## src/rtl/dff_arb_pkg.sv

```systemverilog
// Shared types, default sizes and the round-robin pointer update used by the
// DFF bank arbiter.
package dff_arb_pkg;

  typedef enum logic [0:0] {
    IDLE,
    GRANT
  } state_t;

  localparam int unsigned NREQ_DEF = 4;
  localparam int unsigned DW_DEF   = 8;

  // Served winner moves the pointer just past itself; an abort leaves it alone.
  function automatic int unsigned rr_next(int unsigned ptr, int unsigned w, int unsigned nreq,
                                          logic served);
    if (!served) begin
      return ptr;
    end
    return (w + 1 >= nreq) ? 0 : w + 1;
  endfunction

endpackage

```

## src/rtl/rr_pick.sv

```systemverilog
// Combinational round-robin picker: first set request scanning ptr, ptr+1, ...
// modulo NREQ. Produces a one-hot pick, its index and a valid bit.
module rr_pick #(
  parameter int unsigned NREQ = 4,
  localparam int unsigned IW = $clog2(NREQ)
) (
  input  logic [NREQ-1:0] req,
  input  logic [IW-1:0]   ptr,
  output logic [NREQ-1:0] pick,
  output logic [IW-1:0]   idx,
  output logic            valid
);

  int unsigned cand;

  // Walk outward from ptr; the first hit wins and later hits are masked by valid.
  always_comb begin
    pick  = '0;
    idx   = '0;
    valid = 1'b0;
    cand  = 0;
    for (int unsigned off = 0; off < NREQ; off++) begin
      cand = (32'(ptr) + off) % NREQ;
      if (!valid && req[cand[IW-1:0]]) begin
        valid              = 1'b1;
        pick[cand[IW-1:0]] = 1'b1;
        idx                = cand[IW-1:0];
      end
    end
  end

endmodule

```

## src/rtl/dff_bank_arbiter.sv

```systemverilog
// Round-robin arbiter sharing one DW-bit register among NREQ requesters.
// Each access runs request -> grant -> capture/ack; a requester that drops
// req while granted aborts without writing.
// Optional: define DFF_ARB_PARITY_EN to add q_par, the XOR reduction of q.
module dff_bank_arbiter
  import dff_arb_pkg::*;
#(
  parameter int unsigned NREQ = NREQ_DEF,
  parameter int unsigned DW   = DW_DEF,
  localparam int unsigned IW  = $clog2(NREQ)
) (
  input  logic               clk,
  input  logic               rst_n,
  input  logic [NREQ-1:0]    req,
  input  logic [NREQ*DW-1:0] wdata,
  output logic [NREQ-1:0]    gnt,
  output logic               ack,
  output logic [IW-1:0]      owner,
  output logic [DW-1:0]      q,
  output logic               busy
`ifdef DFF_ARB_PARITY_EN
  ,
  output logic               q_par
`endif
);

  state_t            state_q, state_d;
  logic [IW-1:0]     ptr_q, ptr_d;
  logic [IW-1:0]     win_q, win_d;
  logic [NREQ-1:0]   gnt_q, gnt_d;
  logic [DW-1:0]     q_q, q_d;
  logic [IW-1:0]     owner_q, owner_d;
  logic              ack_q, ack_d;

  logic [NREQ-1:0]   pick;
  logic [IW-1:0]     pick_idx;
  logic              pick_valid;
  logic [DW-1:0]     wslice [NREQ];

  for (genvar i = 0; i < NREQ; i++) begin : g_slice
    assign wslice[i] = wdata[i*DW +: DW];
  end

  rr_pick #(
    .NREQ (NREQ)
  ) u_pick (
    .req   (req),
    .ptr   (ptr_q),
    .pick  (pick),
    .idx   (pick_idx),
    .valid (pick_valid)
  );

  // Next-state: arbitrate in IDLE, capture or abort in GRANT.
  always_comb begin
    state_d = state_q;
    ptr_d   = ptr_q;
    win_d   = win_q;
    gnt_d   = '0;
    q_d     = q_q;
    owner_d = owner_q;
    ack_d   = 1'b0;
    unique case (state_q)
      IDLE: begin
        if (pick_valid) begin
          gnt_d   = pick;
          win_d   = pick_idx;
          state_d = GRANT;
        end
      end
      GRANT: begin
        state_d = IDLE;
        if (req[win_q]) begin
          q_d     = wslice[win_q];
          owner_d = win_q;
          ack_d   = 1'b1;
          ptr_d   = IW'(rr_next(32'(ptr_q), 32'(win_q), NREQ, 1'b1));
        end
      end
      default: state_d = IDLE;
    endcase
  end

  // State and datapath registers; reset aborts any transaction in flight.
  always_ff @(posedge clk or negedge rst_n) begin
    if (!rst_n) begin
      state_q <= IDLE;
      ptr_q   <= '0;
      win_q   <= '0;
      gnt_q   <= '0;
      q_q     <= '0;
      owner_q <= '0;
      ack_q   <= 1'b0;
    end else begin
      state_q <= state_d;
      ptr_q   <= ptr_d;
      win_q   <= win_d;
      gnt_q   <= gnt_d;
      q_q     <= q_d;
      owner_q <= owner_d;
      ack_q   <= ack_d;
    end
  end

`ifdef DFF_ARB_PARITY_EN
  logic q_par_q;

  // Parity tracks q on the same edge it is written.
  always_ff @(posedge clk or negedge rst_n) begin
    if (!rst_n) begin
      q_par_q <= 1'b0;
    end else begin
      q_par_q <= ^q_d;
    end
  end

  assign q_par = q_par_q;
`endif

  assign gnt   = gnt_q;
  assign ack   = ack_q;
  assign owner = owner_q;
  assign q     = q_q;
  assign busy  = (state_q != IDLE);

endmodule

```

## config.mk

```make
export PLATFORM = sky130hd
export DESIGN_NAME = dff_bank_arbiter
export DESIGN_NICKNAME = d
export VERILOG_FILES = /design/src/rtl/dff_arb_pkg.sv /design/src/rtl/rr_pick.sv /design/src/rtl/dff_bank_arbiter.sv
export SDC_FILE = /design/constraint.sdc
export NUM_CORES = 1
export LEC_CHECK = 0
export CAP_MARGIN = 20
export CELL_PAD_IN_SITES_DETAIL_PLACEMENT = 0
export CELL_PAD_IN_SITES_GLOBAL_PLACEMENT = 1
export CORE_MARGIN = 2
export CORE_UTILIZATION = 33
export CTS_CLUSTER_SIZE = 12
export DETAILED_ROUTE_END_ITERATION = 8
export PLACE_DENSITY_LB_ADDON = 0.15
export SETUP_SLACK_MARGIN = 0.5
export SLEW_MARGIN = 10
export SYNTH_ARGS = -nofsm -noshare
export SYNTH_HDL_FRONTEND = slang
export SYNTH_SLANG_ARGS = --single-unit
export TNS_END_PERCENT = 20
```

## constraint.sdc

```tcl
create_clock -name clk -period 2.6 [get_ports clk]
set_clock_uncertainty 0.1 [all_clocks]
set_input_delay 0.52 -clock clk [delete_from_list [all_inputs] [get_ports clk]]
set_output_delay 0.52 -clock clk [all_outputs]
set_load 0.02 [all_outputs]
```

======== After elaboration in Yosys (flattened, before gate mapping) ========
Index checks and enable logic that the tools add are counted.
storage, ports and cells
  register bits after elaboration ......... 20
  latch bits .............................. 0
  RAM bits ................................ 0
  ROM bits ................................ 0
  input bits .............................. 38
  output and inout port bits .............. 16
  word-level logic and storage cells ...... 79
  memories ................................ 0
cells by class
  add/subtract/negate cells ............... 4
  multipliers ............................. 0
  div/mod/pow operators ................... 0
  $lt $le $gt $ge ......................... 11
  eq/ne operators ......................... 0
  shift-type cells ........................ 0
  multiplexer cells ....................... 40
  bitwise operators ....................... 5
  reduce and logical (&&, ||, !) cells .... 12
operators with widths
  operator               count
  $mux W4                6
  $bmux W8 S2            1
  $mux W1                16
  $mux W8                2
  $lt A2 B3 Y1 const B   5
  $or A4 B4 Y4           3
  $bmux W1 S2            5
  $mux W2                5
  $demux W1 S2           4
  $ge A2 B1 Y1 const B   4
  $logic_and A1 B1 Y1    7
  $ge A3 B3 Y1 const B   2
  $add A2 B2 Y2 const B  2
  $reduce_and A2 Y1      2
  $add A2 B1 Y3 const B  1
  $logic_not A1 Y1       3
  $not A2 Y3             1
  $add A2 B1 Y2 const B  1
  $pmux W1 S2            1
  $not A1 Y1             1

======== Depth between registers and ports, before layout ========
  depth in word-level cells ............... 14
  depth in mapped cells ................... 8
  depth with buffers taken out ............ 7

======== Hierarchy ========
From an unflattened synthesis, not the netlist that was laid out.
unflattened totals
  cell total of the unflattened synthesis .. 104
  area, all modules ....................... 1402.6 sq um
by module, submodules not included
  module            instances  cells an instance  area an instance (sq um)  seq. area each (sq um)
  dff_bank_arbiter  1          59                 983.4                     500.5
  rr_pick           1          45                 419.2                     0.0

======== Least setup slack after synthesis ========
No wires, ideal clock.
  path type ............................... reg2reg
  start point ............................. register ptr_q[0]
  end point ............................... register gnt_q[0] (netlist: gnt[0])
  library setup time ...................... 82 ps
  arrival ................................. 1949 ps
  data required time ...................... 2418 ps
  path slack .............................. 470 ps
  cell stages (with the launch flop) ...... 9
  path buffers ............................ 1
  cells stage by stage .................... dfrtp_1 > buf_6 > inv_1 > ha_1 > mux4_2 > nor2b_4 > a22oi_1 > or2_0 > a31oi_1
between the ends
  cells in the longest elaborated chain, start to end .. 14
ends and longest elaborated chain
  what                                                   RTL line                source
  from (decl)                                            dff_bank_arbiter.sv:28  logic [IW-1:0] ptr_q, ptr_d;
  from (signal assigned)                                 dff_bank_arbiter.sv:96  ptr_q <= ptr_d;
  branches (longest 12 deep; another with $lt A2 B3 Y1)  -
  $mux W4 (*)                                            dff_bank_arbiter.sv:65  if (pick_valid) begin
  $mux W4 (*)                                            dff_bank_arbiter.sv:63  unique case (state_q)
  net gnt_d[0]                                           dff_bank_arbiter.sv:30  logic [NREQ-1:0] gnt_q, gnt_d;
  to (signal assigned)                                   dff_bank_arbiter.sv:98  gnt_q <= gnt_d;
  to (decl)                                              dff_bank_arbiter.sv:30
Mark *: on every way through the listed nets, which the timed path passes. The select of a mux whose other input is x is not followed.
A chain may end at the register's enable or synchronous reset.

======== Final worst setup path ========
  start point ............................. input port req[3]
  end point ............................... register gnt_q[2] (netlist: gnt[2])
between the ends
  cells in the longest elaborated chain, start to end .. 14
ends and longest elaborated chain
  what                                       RTL line                source
  from (decl)                                dff_bank_arbiter.sv:14  input logic [NREQ-1:0] req,
  $bmux W1 S2                                rr_pick.sv:24           if (!valid && req[cand[IW-1:0]]) begin
  $mux W1 (implied by the code)              rr_pick.sv:24
  $mux W1                                    rr_pick.sv:24
  $logic_not A1 Y1                           rr_pick.sv:24
  $logic_and A1 B1 Y1                        rr_pick.sv:24
  $mux W1                                    rr_pick.sv:24
  $logic_not A1 Y1                           rr_pick.sv:24
  $logic_and A1 B1 Y1                        rr_pick.sv:24
  $mux W1                                    rr_pick.sv:24
  $logic_not A1 Y1                           rr_pick.sv:24
  $logic_and A1 B1 Y1                        rr_pick.sv:24
  $mux W4 / $mux W1 (equally long branches)  rr_pick.sv:24
  $mux W4 (*)                                dff_bank_arbiter.sv:65
  $mux W4 (*)                                dff_bank_arbiter.sv:63
  net gnt_d[2]                               dff_bank_arbiter.sv:30
The timed path passes the listed nets; every way through them passes the cells marked *. The select of a mux whose other input is x is not followed.

==> metrics.md <==
| Metric | Value |
|---|---|
| Worst slack at placement | `38.1 ps` |
| Yosys top cell by area | `dfrtp_1` |
| TritonCTS clock tree | `yes` |
| Avg Inst Size Synth | `12.4 µm²` |
| Tot GR Track Use | `0.154` |
| Hold Buf Count CTS | `0` |
| Max_cap viols | `0` |
| Crit path cell chain | `dlygate4sd2_1, mux4_2, nor2b_4, a22oi_1, or2_0, a31oi_1` |
| Critical path launch point type | `input pin` |
| RSZ-0062 raised after global routing | `no` |
| DRT iter0 DRCs | `8` |
| Data arrival, critical path | `2070 ps` |
| Clk_lat worst skew | `260 ps` |
| Clock Power Share | `0.092` |
| DRT antenna net count | `0` |
| Initial Util | `0.342` |
| Placed insts | `215` |
| Hold WS | `405 ps` |
| Setup crit end kind | `flip-flop` |
| Fmax | `0.502 GHz` |
| Worst Tran Pin Value | `262 ps` |
| Setup WS post-layout | `607 ps` |
| Delay-heaviest family, CP | `multiplexers` |
| Final setup vio count | `0` |
| Final RePlAce weighted congestion | `0.884` |
| Worst hold path class | `reg2reg` |
| CP max stage delay | `590 ps` |
| Drt wl/cell | `15.1 µm` |
| YS warnings | `0` |
| Clock slew at reported path FFs | `70 ps` |
| Flop pwr share | `0.218` |
| IO Count | `54` |
| Clock Sinks | `20` |
| Routed vias | `1124` |
| Combinational share of power | `0.690` |
| Final period util | `0.766` |
| ANT cells | `0` |
| Number of synthesized flops with an enable pin | `0` |
| Hpwl dp | `2590 µm` |
| Asr flop ratio synth | `1.00` |
| Die ar. | `0.00464 mm²` |
| Setup_tns | `0 ps` |
| PD cells | `1190 mW/mm²` |
| # H-tree levels | `1` |
| Synth Instances | `109` |
| CTS max path bufs | `2` |
| Vias per cell | `4.91` |
| Sw Share | `0.389` |
| Status | `completed` |
| Residual DRC count | `0` |
| Area grow syn2layout | `57.7%` |
| Slew HR | `0.825` |
| Synth top area share | `0.369` |
| Worst EP required | `2680 ps` |
| TritonRoute pass-1 iters | `4` |
| PortBufs | `53` |
| Internal Pwr Total | `1.55 mW` |
| Worst ir drop on vdd | `0.000491 V` |
| Pleak | `0.886 nW` |
| Share of cells above drive strength 1 | `0.285` |
| Fin. Hold Viols | `0` |
| Die Width | `68.1 µm` |
| CP Max Fanout | `8` |
| Synthesized Nets | `155` |
| Num rows | `23` |
| CP max stage cell | `mux4_2` |
| Commonest non-fill, non-tap cell in the layout | `clkdlybuf4s50_1` |
| Initial antenna violation count | `0` |
| Final min period | `1990 ps` |
| Switching power | `0.987 mW` |
| TritonCTS buffer count | `3` |
| Die Height | `68.1 µm` |
| First-pass GRT wire length | `5310 µm` |
| Ys flop type | `dfrtp_1` |
| Final #Nets | `226` |
| Total Wirelength | `3450 µm` |
| CP Buf/Inv Count | `1` |
| Cell variety after synth | `30` |
| Core Region | `0.00397 mm²` |
| Post-synthesis register bit count | `20` |
| Register area share after synthesis | `0.369` |
| GR Overflow Total | `0` |
| Commonest cells after routing, fill and taps aside | `clkdlybuf4s50_1, dfrtp_1, buf_4` |
| Final core utilization | `0.539` |
| Synthesized area | `0.00136 mm²` |
| Synth area leaders | `dfrtp_1, mux4_2, mux2_2` |
| Crit path kind | `in2reg` |
| Vias in the first global route | `1137` |
| CTS root buffer | `clkbuf_8` |
| Fin cells | `229` |
| Pin count of the biggest net entering global routing | `21` |
| Slew Limit Fails | `0` |
## per-stage QoR
stage | area, µm² | power (mW)
5_1_grt | 2140 | 2.71
4_1_cts | 2070 | 2.45
6_report | 2140 | 2.54
3_5_place_dp | 2010 | 2.17
3_3_place_gp | 2010 | 2.14
2_1_floorplan | 1370 | 1.60
## worst paths after layout
check	end	depth (start not counted)	from	slack (ps)
setup / recovery	gnt[2]	6	req[3]	610
hold / removal	q[5]	1	q[5]	410
setup reg to reg	gnt[2]	7	ptr_q[1]	610
hold reg to reg	q[5]	1	q[5]	410
max in group asynchronous	gnt[2]	2	rst_n	1680
min in group asynchronous	q[6]	2	rst_n	500
## worst reg2reg max path, stage by stage (launching register included)
cell and delay, ps:
dfrtp_1 400, inv_2 130, ha_4 220, mux4_2 390, nor2b_4 220, a22oi_1 80
or2_0 200, a31oi_1 160
## logic make-up after synthesis
family	count (synthesis)	share of synthesized area
DFF	20	0.369
AOI/OAI and AO/OA	20	0.0941
adders and majority gates	8	0.0738
muxes	25	0.319
buffers and inverters	10	0.0351
and+or+nand+nor	25	0.102
xor gates and xnor gates	1	0.00646
## power groups by stage
stage	registers [mW]	logic (mW)	clock network, mW
CTS	0.548	1.65	0.245
detailed placement	0.555	1.62	0
finish	0.553	1.75	0.234
global route	0.568	1.88	0.263
floorplan	0.709	0.894	0
global placement	0.550	1.59	0
## state kept, by name, summed over array words and instances (netlist names)
register  cells
q             8
ptr_q         2
owner         2
win_q         2
busy          1
ack           1
gnt           4
## final cells by class
class	count	area, µm²
Multi-Input combinational cell	79	826
Fill cell	339	1830
Inverter	5	18.8
Timing Repair Buffer	71	677
Sequential cell	20	500
Tap cell	50	62.6
Clock buffer	4	55.1
## layer usage
layer  track usage  vias to the layer above  share of wire
met4        0.0475                        0         0.0029
met3        0.0296                        2          0.049
met2         0.279                       33           0.51
met1         0.182                      541           0.44
li1              -                      548              -
met5             0                        -              0
## cell usage after synthesis, types with 2 or more instances
library cell and count:
nand2_1 11, mux4_2 11, or2_0 4, o21ai_0 5
a31oi_1 4, mux2_2 10, ha_1 8, a21oi_1 2
mux4_1 2, nor2_1 3, dfrtp_1 20, buf_2 2
inv_1 5, a22oi_1 5, mux2i_1 2
## timing repair
item	in CTS	in global routing
buffers inserted	1	9
cloned	0	0
pin swaps	0	4
gates resized for setup	6	4
setup endpoints to repair	17	7
(Power assumes the default switching activity.)
